## config.mk

```make
export PLATFORM = sky130hd
export DESIGN_NAME = debug_hart_ctrl
export DESIGN_NICKNAME = d
export VERILOG_FILES = /design/src/rtl/debug_pkg.sv /design/src/rtl/debug_hart_csr.sv /design/src/rtl/debug_hart_ctrl.sv
export SDC_FILE = /design/constraint.sdc
export NUM_CORES = 1
export LEC_CHECK = 0
export CAP_MARGIN = 20
export CORE_MARGIN = 5
export CORE_UTILIZATION = 44
export DETAILED_ROUTE_END_ITERATION = 8
export PLACE_DENSITY = 0.77
export SYNTH_ARGS = -nofsm -noshare
export SYNTH_HDL_FRONTEND = slang
export SYNTH_SLANG_ARGS = --single-unit
export TNS_END_PERCENT = 30
```

## constraint.sdc

```tcl
create_clock -name CLK -period 3.7 [get_ports CLK]
set_input_delay 0.555 -clock CLK [delete_from_list [all_inputs] [get_ports CLK]]
set_output_delay 0.555 -clock CLK [all_outputs]
set_load 0.01 [all_outputs]
```

## src/rtl/debug_pkg.sv

```systemverilog
// debug_pkg: shared state encoding, abstract-register numbers and dcsr layout for the hart debug block.
package debug_pkg;
  typedef enum logic [1:0] {ST_RUNNING, ST_HALTING, ST_HALTED, ST_RESUMING} hart_state_e;
  localparam logic [15:0] REG_MISA      = 16'h0301;
  localparam logic [15:0] REG_MHARTID   = 16'h0F14;
  localparam logic [15:0] REG_DCSR      = 16'h07B0;
  localparam logic [15:0] REG_DPC       = 16'h07B1;
  localparam logic [15:0] REG_DSCRATCH0 = 16'h07B2;
  localparam logic [15:0] REG_DSCRATCH1 = 16'h07B3;
  localparam logic [15:0] REG_GPR0      = 16'h1000;
  localparam logic [2:0] CAUSE_EBREAK    = 3'd1;
  localparam logic [2:0] CAUSE_HALTREQ   = 3'd3;
  localparam logic [2:0] CAUSE_STEP      = 3'd4;
  localparam logic [2:0] CAUSE_RESETHALT = 3'd5;
  localparam int DCSR_EBREAKM = 15;
  localparam int DCSR_STEP    = 2;
  function automatic logic is_gpr(input logic [15:0] ad);
    return ad[15:5] == REG_GPR0[15:5];
  endfunction
endpackage

```

## src/rtl/debug_hart_csr.sv

```systemverilog
// debug_hart_csr: dcsr/dpc/dscratch storage with write masking and read mux.
module debug_hart_csr import debug_pkg::*; #(
  parameter logic RESET_HALT = 1'b0
) (
  input  logic        CLK,
  input  logic        RST_N,
  input  logic        clr,
  input  logic        we,
  input  logic [15:0] ad,
  input  logic [31:0] wd,
  input  logic        cause_set,
  input  logic [2:0]  cause,
  input  logic        dpc_set,
  input  logic [31:0] pc,
  output logic [31:0] rd,
  output logic [31:0] dpc,
  output logic        step,
  output logic        ebreakm
);
  localparam logic [2:0] RST_CAUSE = RESET_HALT ? CAUSE_RESETHALT : 3'd0;
  logic [2:0]  cause_q;
  logic [31:0] dpc_q, scr0, scr1, dcsr;
  always_ff @(posedge CLK or negedge RST_N) begin
    if (!RST_N) begin
      ebreakm <= 1'b0;
      step    <= 1'b0;
      cause_q <= RST_CAUSE;
      dpc_q   <= '0;
      scr0    <= '0;
      scr1    <= '0;
    end else if (clr) begin
      ebreakm <= 1'b0;
      step    <= 1'b0;
      cause_q <= RST_CAUSE;
      dpc_q   <= '0;
      scr0    <= '0;
      scr1    <= '0;
    end else begin
      if (cause_set) cause_q <= cause;
      if (dpc_set) dpc_q <= pc;
      else if (we && ad == REG_DPC) dpc_q <= wd;
      if (we && ad == REG_DCSR) begin
        ebreakm <= wd[DCSR_EBREAKM];
        step    <= wd[DCSR_STEP];
      end
      if (we && ad == REG_DSCRATCH0) scr0 <= wd;
      if (we && ad == REG_DSCRATCH1) scr1 <= wd;
    end
  end
  // dpc is always halfword aligned on the way out
  assign dpc  = dpc_q & ~32'd1;
  assign dcsr = {4'd4, 12'd0, ebreakm, 6'd0, cause_q, 3'd0, step, 2'b11};
  assign rd   = ad == REG_DCSR      ? dcsr :
                ad == REG_DPC       ? dpc  :
                ad == REG_DSCRATCH0 ? scr0 :
                ad == REG_DSCRATCH1 ? scr1 : '0;
endmodule

```

## src/rtl/debug_hart_ctrl.sv

```systemverilog
// debug_hart_ctrl: hart-side debug responder; halt/resume FSM, DM handshakes and GPR side port.
module debug_hart_ctrl import debug_pkg::*; #(
  parameter logic [31:0] MISA_VALUE = 32'h4000_1105,
  parameter logic [31:0] HARTID     = 32'd0,
  parameter logic        RESET_HALT = 1'b0
) (
  input  logic        CLK,
  input  logic        RST_N,
  input  logic        I_HALTREQ,
  input  logic        I_RESUMEREQ,
  input  logic        I_HARTRESET,
  input  logic        I_ACKHAVERESET,
  output logic        O_HALTED,
  output logic        O_RUNNING,
  output logic        O_RESUMEACK,
  output logic        O_HAVERESET,
  input  logic        AR_EN,
  input  logic        AR_WR,
  input  logic [15:0] AR_AD,
  input  logic [31:0] AR_WD,
  output logic [31:0] AR_RD,
  output logic        CORE_STALL,
  input  logic        CORE_IDLE,
  input  logic [31:0] CORE_PC,
  input  logic        CORE_EBREAK,
  input  logic        CORE_RETIRE,
  output logic        CORE_RESUME,
  output logic [31:0] CORE_RESUME_PC,
  output logic        CORE_RESET,
  output logic [4:0]  RF_AD,
  output logic        RF_WE,
  output logic [31:0] RF_WD,
  input  logic [31:0] RF_RD
);
  localparam hart_state_e RST_ST = RESET_HALT ? ST_HALTED : ST_RUNNING;
  hart_state_e state, state_nx;
  logic        halted, brk, stp, go_halt, ar_wr;
  logic [2:0]  cause_nx;
  logic [31:0] csr_rd, ar_val;
  logic        step, ebreakm;
  assign halted   = state == ST_HALTED;
  assign brk      = CORE_EBREAK && ebreakm;
  assign stp      = CORE_RETIRE && step;
  assign go_halt  = state == ST_RUNNING && (brk || stp || I_HALTREQ);
  assign cause_nx = brk ? CAUSE_EBREAK : stp ? CAUSE_STEP : CAUSE_HALTREQ;
  assign ar_wr    = AR_EN && AR_WR && halted;
  always_comb begin
    state_nx    = state;
    O_HALTED    = 1'b0;
    O_RUNNING   = 1'b0;
    CORE_STALL  = 1'b1;
    CORE_RESUME = 1'b0;
    case (state)
      ST_RUNNING: begin
        O_RUNNING  = 1'b1;
        CORE_STALL = 1'b0;
        if (go_halt) state_nx = ST_HALTING;
      end
      ST_HALTING: if (CORE_IDLE) state_nx = ST_HALTED;
      ST_HALTED: begin
        O_HALTED = 1'b1;
        if (I_RESUMEREQ && !I_HALTREQ && !O_RESUMEACK) state_nx = ST_RESUMING;
      end
      default: begin
        CORE_RESUME = 1'b1;
        state_nx    = ST_RUNNING;
      end
    endcase
  end
  always_ff @(posedge CLK or negedge RST_N) begin
    if (!RST_N) begin
      state       <= RST_ST;
      O_RESUMEACK <= 1'b0;
      O_HAVERESET <= 1'b0;
      AR_RD       <= '0;
    end else begin
      state       <= I_HARTRESET ? RST_ST : state_nx;
      O_RESUMEACK <= state == ST_RESUMING || (O_RESUMEACK && I_RESUMEREQ);
      O_HAVERESET <= I_HARTRESET || (O_HAVERESET && !I_ACKHAVERESET);
      if (AR_EN && !AR_WR) AR_RD <= ar_val;
    end
  end
  // anything outside HALTED reads as zero, mapped or not
  assign ar_val = !halted                ? '0         :
                  AR_AD == REG_MISA      ? MISA_VALUE :
                  AR_AD == REG_MHARTID   ? HARTID     :
                  is_gpr(AR_AD)          ? RF_RD      : csr_rd;
  assign CORE_RESET = I_HARTRESET;
  assign RF_AD      = AR_AD[4:0];
  assign RF_WD      = AR_WD;
  assign RF_WE      = ar_wr && is_gpr(AR_AD) && |AR_AD[4:0];
  debug_hart_csr #(.RESET_HALT(RESET_HALT)) u_csr (
    .CLK       (CLK),
    .RST_N     (RST_N),
    .clr       (I_HARTRESET),
    .we        (ar_wr),
    .ad        (AR_AD),
    .wd        (AR_WD),
    .cause_set (go_halt),
    .cause     (cause_nx),
    .dpc_set   (state == ST_HALTING && CORE_IDLE),
    .pc        (CORE_PC),
    .rd        (csr_rd),
    .dpc       (CORE_RESUME_PC),
    .step      (step),
    .ebreakm   (ebreakm)
  );
endmodule

```

# Yosys cells after proc, flatten, opt, wreduce, memory -nomap -nowiden
# Cells that the tools add are included.
# word_totals
ff_bits	137
in_bits	123
out_inout_bits	109
word_cells	89
# op_classes
eq_ne	13
n_mux	32
n_reduce_logical	34
# ops
cell	count
32-bit two-way mux	15
16-bit by 11-bit equality test with 1-bit output (second input constant)	4
1-bit logical AND	17
16-bit by 10-bit equality test with 1-bit output (second input constant)	1
16-bit by 12-bit equality test with 1-bit output (second input constant)	1
3-bit two-way mux	4
11-bit by 8-bit equality test with 1-bit output (second input constant)	1
3-bit != test (second input constant)	3
1-bit two-way mux	8
2-bit two-way mux	4
2-bit nonzero test	4
2-bit one-hot mux with 3 select lines	1
5-bit OR reduction	1
2-bit equality test (second input constant)	2
1-bit logical NOT	4
1-bit logical OR	4
3-bit AND reduction	1
3-bit nonzero test	1
3-bit OR reduction	1
2-bit by 1-bit equality test with 1-bit output (second input constant)	1
2-bit logical NOT	1

# Depth between registers and ports, before layout
# Gate-level depths: netlist (run 1).
# depth
word_depth	9
mapped_depth	8

# Hierarchy
# A second synthesis (run 1) with hierarchy kept.
# unflattened
cells_unflattened	842
hier_area_um2	8011.4
# by_module_without_submodules
module	n_inst	cells_per_inst	area_each_um2
debug_hart_csr	1	614	5621.6
debug_hart_ctrl	1	228	2389.8

# Worst setup path before layout (run 1)
# Ideal clock, no wire load.
# synth_path
path_kind	in2out
from	input port AR_AD[6]
to	output port RF_WE
arrival_time_ns	1.810
required_time_ns	3.145
path_slack_ns	1.335
path_stages	4
cell_sequence	or4_1 buf_2 nor3_1 o211a_1
# synth_via
elab_chain_cells	3
# synth_lines
element	line_no	rtl
from (decl)	debug_hart_ctrl.sv:19	input logic [15:0] AR_AD,
11-bit by 8-bit equality test with 1-bit output	debug_pkg.sv:18	return ad[15:5] == REG_GPR0[15:5];
1-bit logical AND (2 in a row)	debug_hart_ctrl.sv:91	assign RF_WE = ar_wr && is_gpr(AR_AD) && |AR_AD[4:0];
to (decl)	debug_hart_ctrl.sv:31	output logic RF_WE,
# Every way passes these cells.

# Worst setup path in the final report (run 1)
# layout_path
from	input port AR_AD[7]
to	output port RF_WE
# Same word-level chain as after synthesis.

==> results of run 1 <==
## Yosys cell counts, drive strengths merged, types with 4 or more instances
master / number / area share, %
o31ai: 5 / 0.51
mux2i: 5 / 0.68
mux2: 54 / 8.2
buf: 49 / 4.7
dfrtp: 136 / 46
nand3: 8 / 0.54
a21oi: 68 / 4.6
a22o: 30 / 3.6
o211ai: 23 / 2.3
a22oi: 40 / 4.1
nand2: 58 / 3.0
nand4: 68 / 5.8
mux4: 5 / 1.5
nor4: 7 / 1.0
clkbuf: 65 / 3.3
ha: 4 / 0.68
nor2: 7 / 0.36
inv: 12 / 0.61
o21ai: 72 / 4.9
## power by group
group / leakage, nW / switching [W] / internal, W
clock: 0.303 / 0.000622 / 0.00120
combinational: 1.93 / 0.000475 / 0.000541
sequential: 1.86 / 0.0000985 / 0.00160
## worst max path at each step
stage | end | depth (start not counted)
2_1_floorplan | RF_WE | 4
3_3_place_gp | RF_WE | 5
3_5_place_dp | RF_WE | 5
4_1_cts | RF_WE | 5
5_1_grt | RF_WE | 5
6_report | RF_WE | 5
## cell families after synthesis
kind of cell | share of synthesized area (%)
AO/OA/AOI/OAI | 20.8
AND/OR/NAND/NOR | 13.2
flip-flops | 46.1
buffers and inverters | 8.65
multiplexers | 10.5
adder cells (fa/ha/maj) | 0.679
other | 0.0509
## state kept, by name, summed over array words and instances (netlist names), 2 cells and up
| register | cells |
|---|---|
| u_csr.cause_q | 3 |
| u_csr.scr0 | 32 |
| u_csr.scr1 | 32 |
| AR_RD | 32 |
| state | 2 |
| u_csr.dpc_q | 31 |
## per-layer routing
metal	wire (µm)	GRT usage, %
met2	11900	40.3
met5	0	0
met3	1850	5.39
met4	403	7.11
met1	9920	32.5
## per-stage QoR
stage               total power [W]  instances  worst slack [ps]  hold slack [ps]  utilization [%]
detailed placement          0.00275       1107               417              469             58.1
CTS                         0.00457       1138               417              210             61.9
floorplan                   0.00215        750              1340              259                -
global placement            0.00273       1107               500              460             58.1
global route                0.00471       1138               347              239             61.9
finish                      0.00454       1138               411              166             61.9
## area by class of cell
type                            count  area share (%)
Sequential cell                   136            33.3
Inverter                           12           0.440
Clock buffer                       24            4.80
Tap cell                          220            2.69
Timing Repair Buffer              251            24.2
Multi-Input combinational cell    488            33.2
Clock inverter                      7            1.37
==> impl_metrics.ini, run 1 <==
[worst_setup_path]
crit_buf_inv = 2
worstPathCellList = clkdlybuf4s50_1 -> or4_1 -> nor3_1 -> o211a_1 -> clkdlybuf4s50_1
crit_top_cell = clkdlybuf4s50_1
cpLargestDelayFamily = buffers and inverters
r2r_slack_ps = 1330
worstSetupPathType = in2out
slowest_stage = or4_1
reg2regPathDepth = 7
r2r_end = u_csr.dpc_q[23]
path_max_fanout = 6
start_kind = primary input
cp.required_ps = 3140
critPathMaxStageDelay_ps = 690
end_kind = output port
crit_start = AR_AD[7]
worstPathArrival_ps = 2730
r2r_start = state[0]

[yosys]
synth_warnings = 0
synth_cell_types = 43
synthCells = 750
ys.flop_type = dfrtp_1
synth_seq_cells = 136
syn_area_per_cell_um2 = 9.83
syn_nets = 877
synth-edff-count = 0
synth_area_mm2 = 0.00737
ys_async_sr_fraction_pct = 100
synth-seq-area-share_pct = 46.1

[clock_tree]
h-tree-depth = 4
cts_resized = 0
cts_tree = yes
cts_buffers = 17
postCtsSetupRepairBufs = 0
insertion_delay_ps = 420
cts.sinks = 136
clock_path_buffers = 2
cts_hold_buf = 0
path_clk_slew_ps = 60
cts-root-buf = clkbuf_16

[sta]
final_hold_viol_count = 0
setup_tns_ps = 0
grt_setup_unrepaired = false
slew_viol_final = 0
worst_clock_skew_ps = 10.2
setup_viol = 0
fin_crit_sh_pct = 88.9
timing.fmax_ghz = 0.304
worstMarginPinSlew_ps = 1080
period_minus_slack_ps = 3290
relSlewSlack_pct = 27.7

[die]
start_util_pct = 44.6
top_level_ports = 232
rows = 47
die_y_um = 139
fp.dieW_um = 139
core_region_area_mm2 = 0.0165
dieArea_mm2 = 0.0194

[global_routing]
grt_pass1_vias = 6926
grt_usage_pct = 24.4
grt_max_degree = 81
grt-ovfl-total = 0
grt_pass1_wl_um = 38100
grt_antenna_before_repair = 0

[final_layout]
syn2layout_area_growth_pct = 38.8
multi_input_area_mm2 = 0.00340
final_common_cell = clkdlybuf4s50_1
diodes = 0
fin_nets = 1033
layout_common_cells = 225 x clkdlybuf4s50_1, 136 x dfrtp_1, 72 x o21ai_0, 68 x nand4_1, 67 x a21oi_1
finalInstanceArea_mm2 = 0.0102
n_fill_cell = 1355
seq_area_mm2 = 0.00340
layout-drive-gt1-share_pct = 10.7

[detailed_routing]
drt_first_pass_iters = 5
viasPerCell = 5.98
drc_errors = 0
drt-total-wl_um = 24100
drtIter0Drc = 670
wl_per_cell_um = 21.1
postRouteAntennaNets = 0
routed-via-count = 6808

[pwr]
power.leakage_nw = 4.09
cellPowerDensity_mw_per_mm2 = 443
ir_drop_uv = 322

[placement]
placed_area_mm2 = 0.00960
portBuffers = 229
gp_congestion = 0.916
hpwl_um = 15700

[flow_run]
max_cap_violations = 0

[status]
outcome = complete, no violations

[min_path]
hold_path_class = in2async
Power figures use the tool's default switching activity.
==> run 2, diff against run 1 <==
--- a/config.mk
+++ b/config.mk
@@ -5,11 +5,12 @@
 export SDC_FILE = /design/constraint.sdc
 export NUM_CORES = 1
 export LEC_CHECK = 0
-export CAP_MARGIN = 20
+export ABC_AREA = 1
+export CAP_MARGIN = 25
 export CORE_MARGIN = 5
-export CORE_UTILIZATION = 44
+export CORE_UTILIZATION = 42
 export DETAILED_ROUTE_END_ITERATION = 8
-export PLACE_DENSITY = 0.77
+export PLACE_DENSITY = 0.78
 export SYNTH_ARGS = -nofsm -noshare
 export SYNTH_HDL_FRONTEND = slang
 export SYNTH_SLANG_ARGS = --single-unit
==> constraint.sdc (replaced) <==
create_clock -name CLK -period 2.93 [get_ports CLK]
set_input_delay 0.4395 -clock CLK [delete_from_list [all_inputs] [get_ports CLK]]
set_output_delay 0.4395 -clock CLK [all_outputs]
set_load 0.01 [all_outputs]
==> run 2 against run 1 <==
Cell count increased by 20%. Sequential power increased by 32%. Critical path depth increased by 5. Sequential share of layout area increased by 0.54 points. Via count increased by 3.3%. Hold slack got worse by 49 ps. Sequential cell count unchanged. Synthesized area decreased by 2.1%. Register-to-register slack got worse by 740 ps. Total power increased by 27%. Combinational power increased by 27%. Cell area decreased by 1.6%. Critical path type unchanged.
==> impl_metrics.ini, run 2 <==
[die]
core_region_area_mm2 = 0.0171
rows = 48
fp.dieW_um = 141
die_y_um = 141
top_level_ports = 232
start_util_pct = 42.3
dieArea_mm2 = 0.0199

[yosys]
yosys.cell_count.top_type = nand2_1
ys.flop_type = dfrtp_1
synth_area_mm2 = 0.00722
synth_cell_types = 34
syn_area_per_cell_um2 = 7.64
synth-seq-area-share_pct = 47.1
synthCells = 945
synth_warnings = 0
ys_async_sr_fraction_pct = 100
synth_commonest_cells = 321 x nand2_1, 136 x dfrtp_1, 79 x inv_1
synth_top_cells_by_area = dfrtp_1 47%, nand2_1 17%, o21ai_0 4.4%
synth_seq_cells = 136
synth_area_leader_cell = dfrtp_1
yosysTopAreaCellShare_pct = 47.1
synth-edff-count = 0
syn_nets = 1072

[worst_setup_path]
start_kind = primary input
end_kind = output port
worstPathCellList = clkdlybuf4s50_1 -> inv_1 -> nor2_1 -> nand3_1 -> nor3_1 -> nand2_1 -> inv_1 -> nand2_1 -> a21oi_1 -> clkdlybuf4s50_1
critPathMaxStageDelay_ps = 560
reg2regPathDepth = 9
cp.required_ps = 2490
r2r_end = AR_RD[1]
worstPathArrival_ps = 2250
path_max_fanout = 3
r2r_start = state[0]
slowest_stage = clkdlybuf4s50_1
crit_start = AR_AD[12]
worstSetupPathType = in2out
r2r_slack_ps = 590

[detailed_routing]
routed-via-count = 7030
top_layer = met4
viasPerCell = 5.13
drc_errors = 0
postRouteAntennaNets = 0
drt_first_pass_iters = 5
route.met2.wl_um = 10500
wl_met1_um = 10100
drt-total-wl_um = 23100
wl_per_cell_um = 16.9
wl_met3_um = 1950
drtIter0Drc = 485

[placement]
hpwl_um = 16100
gp_congestion = 0.842
portBuffers = 229

[sta]
worstMarginPinSlew_ps = 965
timing.fmax_ghz = 0.371
grt_setup_unrepaired = false
relSlewSlack_pct = 35.6
setup_tns_ps = 0
worst_clock_skew_ps = 11.1
slew_viol_final = 0
final_hold_viol_count = 0
setup_viol = 0
period_minus_slack_ps = 2690
fin_crit_sh_pct = 91.9

[clock_tree]
cts.sinks = 136
clock_path_buffers = 2
cts_tree = yes
cts-root-buf = clkbuf_16
path_clk_slew_ps = 60
cts_hold_buf = 0
insertion_delay_ps = 430
cts_buffers = 17
h-tree-depth = 4
cts_resized = 0
postCtsSetupRepairBufs = 0

[final_layout]
final_common_cell = nand2_1
layout-drive-gt1-share_pct = 7.07
multi_input_area_mm2 = 0.00297
fin_nets = 1260
n_fill_cell = 1548
syn2layout_area_growth_pct = 39.5
seq_area_mm2 = 0.00340
largestRegisters = AR_RD x32, u_csr.scr0 x32, u_csr.scr1 x32
layout_common_cells = 321 x nand2_1, 228 x clkdlybuf4s50_1, 136 x dfrtp_1, 79 x inv_1, 63 x o21ai_0
diodes = 0
fin_util_pct = 59.1

[flow_run]
max_cap_violations = 0

[global_routing]
grt_antenna_before_repair = 0
grt_max_degree = 101
grt_pass1_wl_um = 36400
grt_pass1_vias = 6827
grt-ovfl-total = 0
grt_usage_pct = 23.2

[pwr]
ir_drop_uv = 417
cellPowerDensity_mw_per_mm2 = 572
power.leakage_nw = 4.70
fin_total_pwr_w = 0.00576

[min_path]
hold_path_class = in2async

[status]
outcome = complete, no violations
run 2: report_power, final:
group / internal, W / switching (W) / total [W]
Combinational: 0.000618 / 0.000679 / 0.00130
Clock: 0.00140 / 0.000817 / 0.00222
Sequential: 0.00209 / 0.000156 / 0.00224
Total: 0.00411 / 0.00165 / 0.00576
run 2: cells by family after synthesis:
family,synth area share [%]
DFF,47.1
buffers and inverters,11.9
AOI/OAI and AO/OA,12.6
and+or+nand+nor,27.6
other,0.0519
adders and majority gates,0.693
run 2: final cells by class:
type	count	share of cell area, %
Tap cell	225	2.80
Multi-Input combinational cell	639	29.5
Inverter	88	3.30
Clock inverter	11	1.45
Timing Repair Buffer	251	24.5
Clock buffer	21	4.67
Sequential cell	136	33.8
run 2: stage by stage:
stage	instances	hold WS (ps)	cell area (µm²)	setup WS, ps
4_1_cts	1371	174	10100	231
3_5_place_dp	1339	459	9460	184
5_1_grt	1371	214	10100	105
3_3_place_gp	1339	450	9460	228
6_report	1371	117	10100	236
2_1_floorplan	945	144	7220	1080
run 2: worst max-delay path by stage:
stage	end	slack, ps	depth (start not counted)
3_5_place_dp	u_csr.scr0[23]	180	12
5_1_grt	RF_WE	110	10
4_1_cts	RF_WE	230	9
2_1_floorplan	RF_WE	1080	7
6_report	RF_WE	240	10
3_3_place_gp	u_csr.scr0[7]	230	12
run 2: worst max-delay path: cells and delay by family:
family          cells  cell delay [ps]
compound gates      1              120
buf+inv             4             1240
simple gates        5              470
run 2: layer usage:
layer / vias to the layer above / GRT usage, %
li1: 3399 / -
met1: 3297 / 31.4
met2: 301 / 36.0
met3: 33 / 6.61
met4: 0 / 7.80
met5: - / 0
==> run 3, diff against run 2 <==
--- a/config.mk
+++ b/config.mk
@@ -6,7 +6,7 @@
 export NUM_CORES = 1
 export LEC_CHECK = 0
 export ABC_AREA = 1
-export CAP_MARGIN = 25
+export CAP_MARGIN = 15
 export CORE_MARGIN = 5
 export CORE_UTILIZATION = 42
 export DETAILED_ROUTE_END_ITERATION = 8
==> results of run 3 <==
No change in the layout: final DEF, timing and power equal those of run 2.
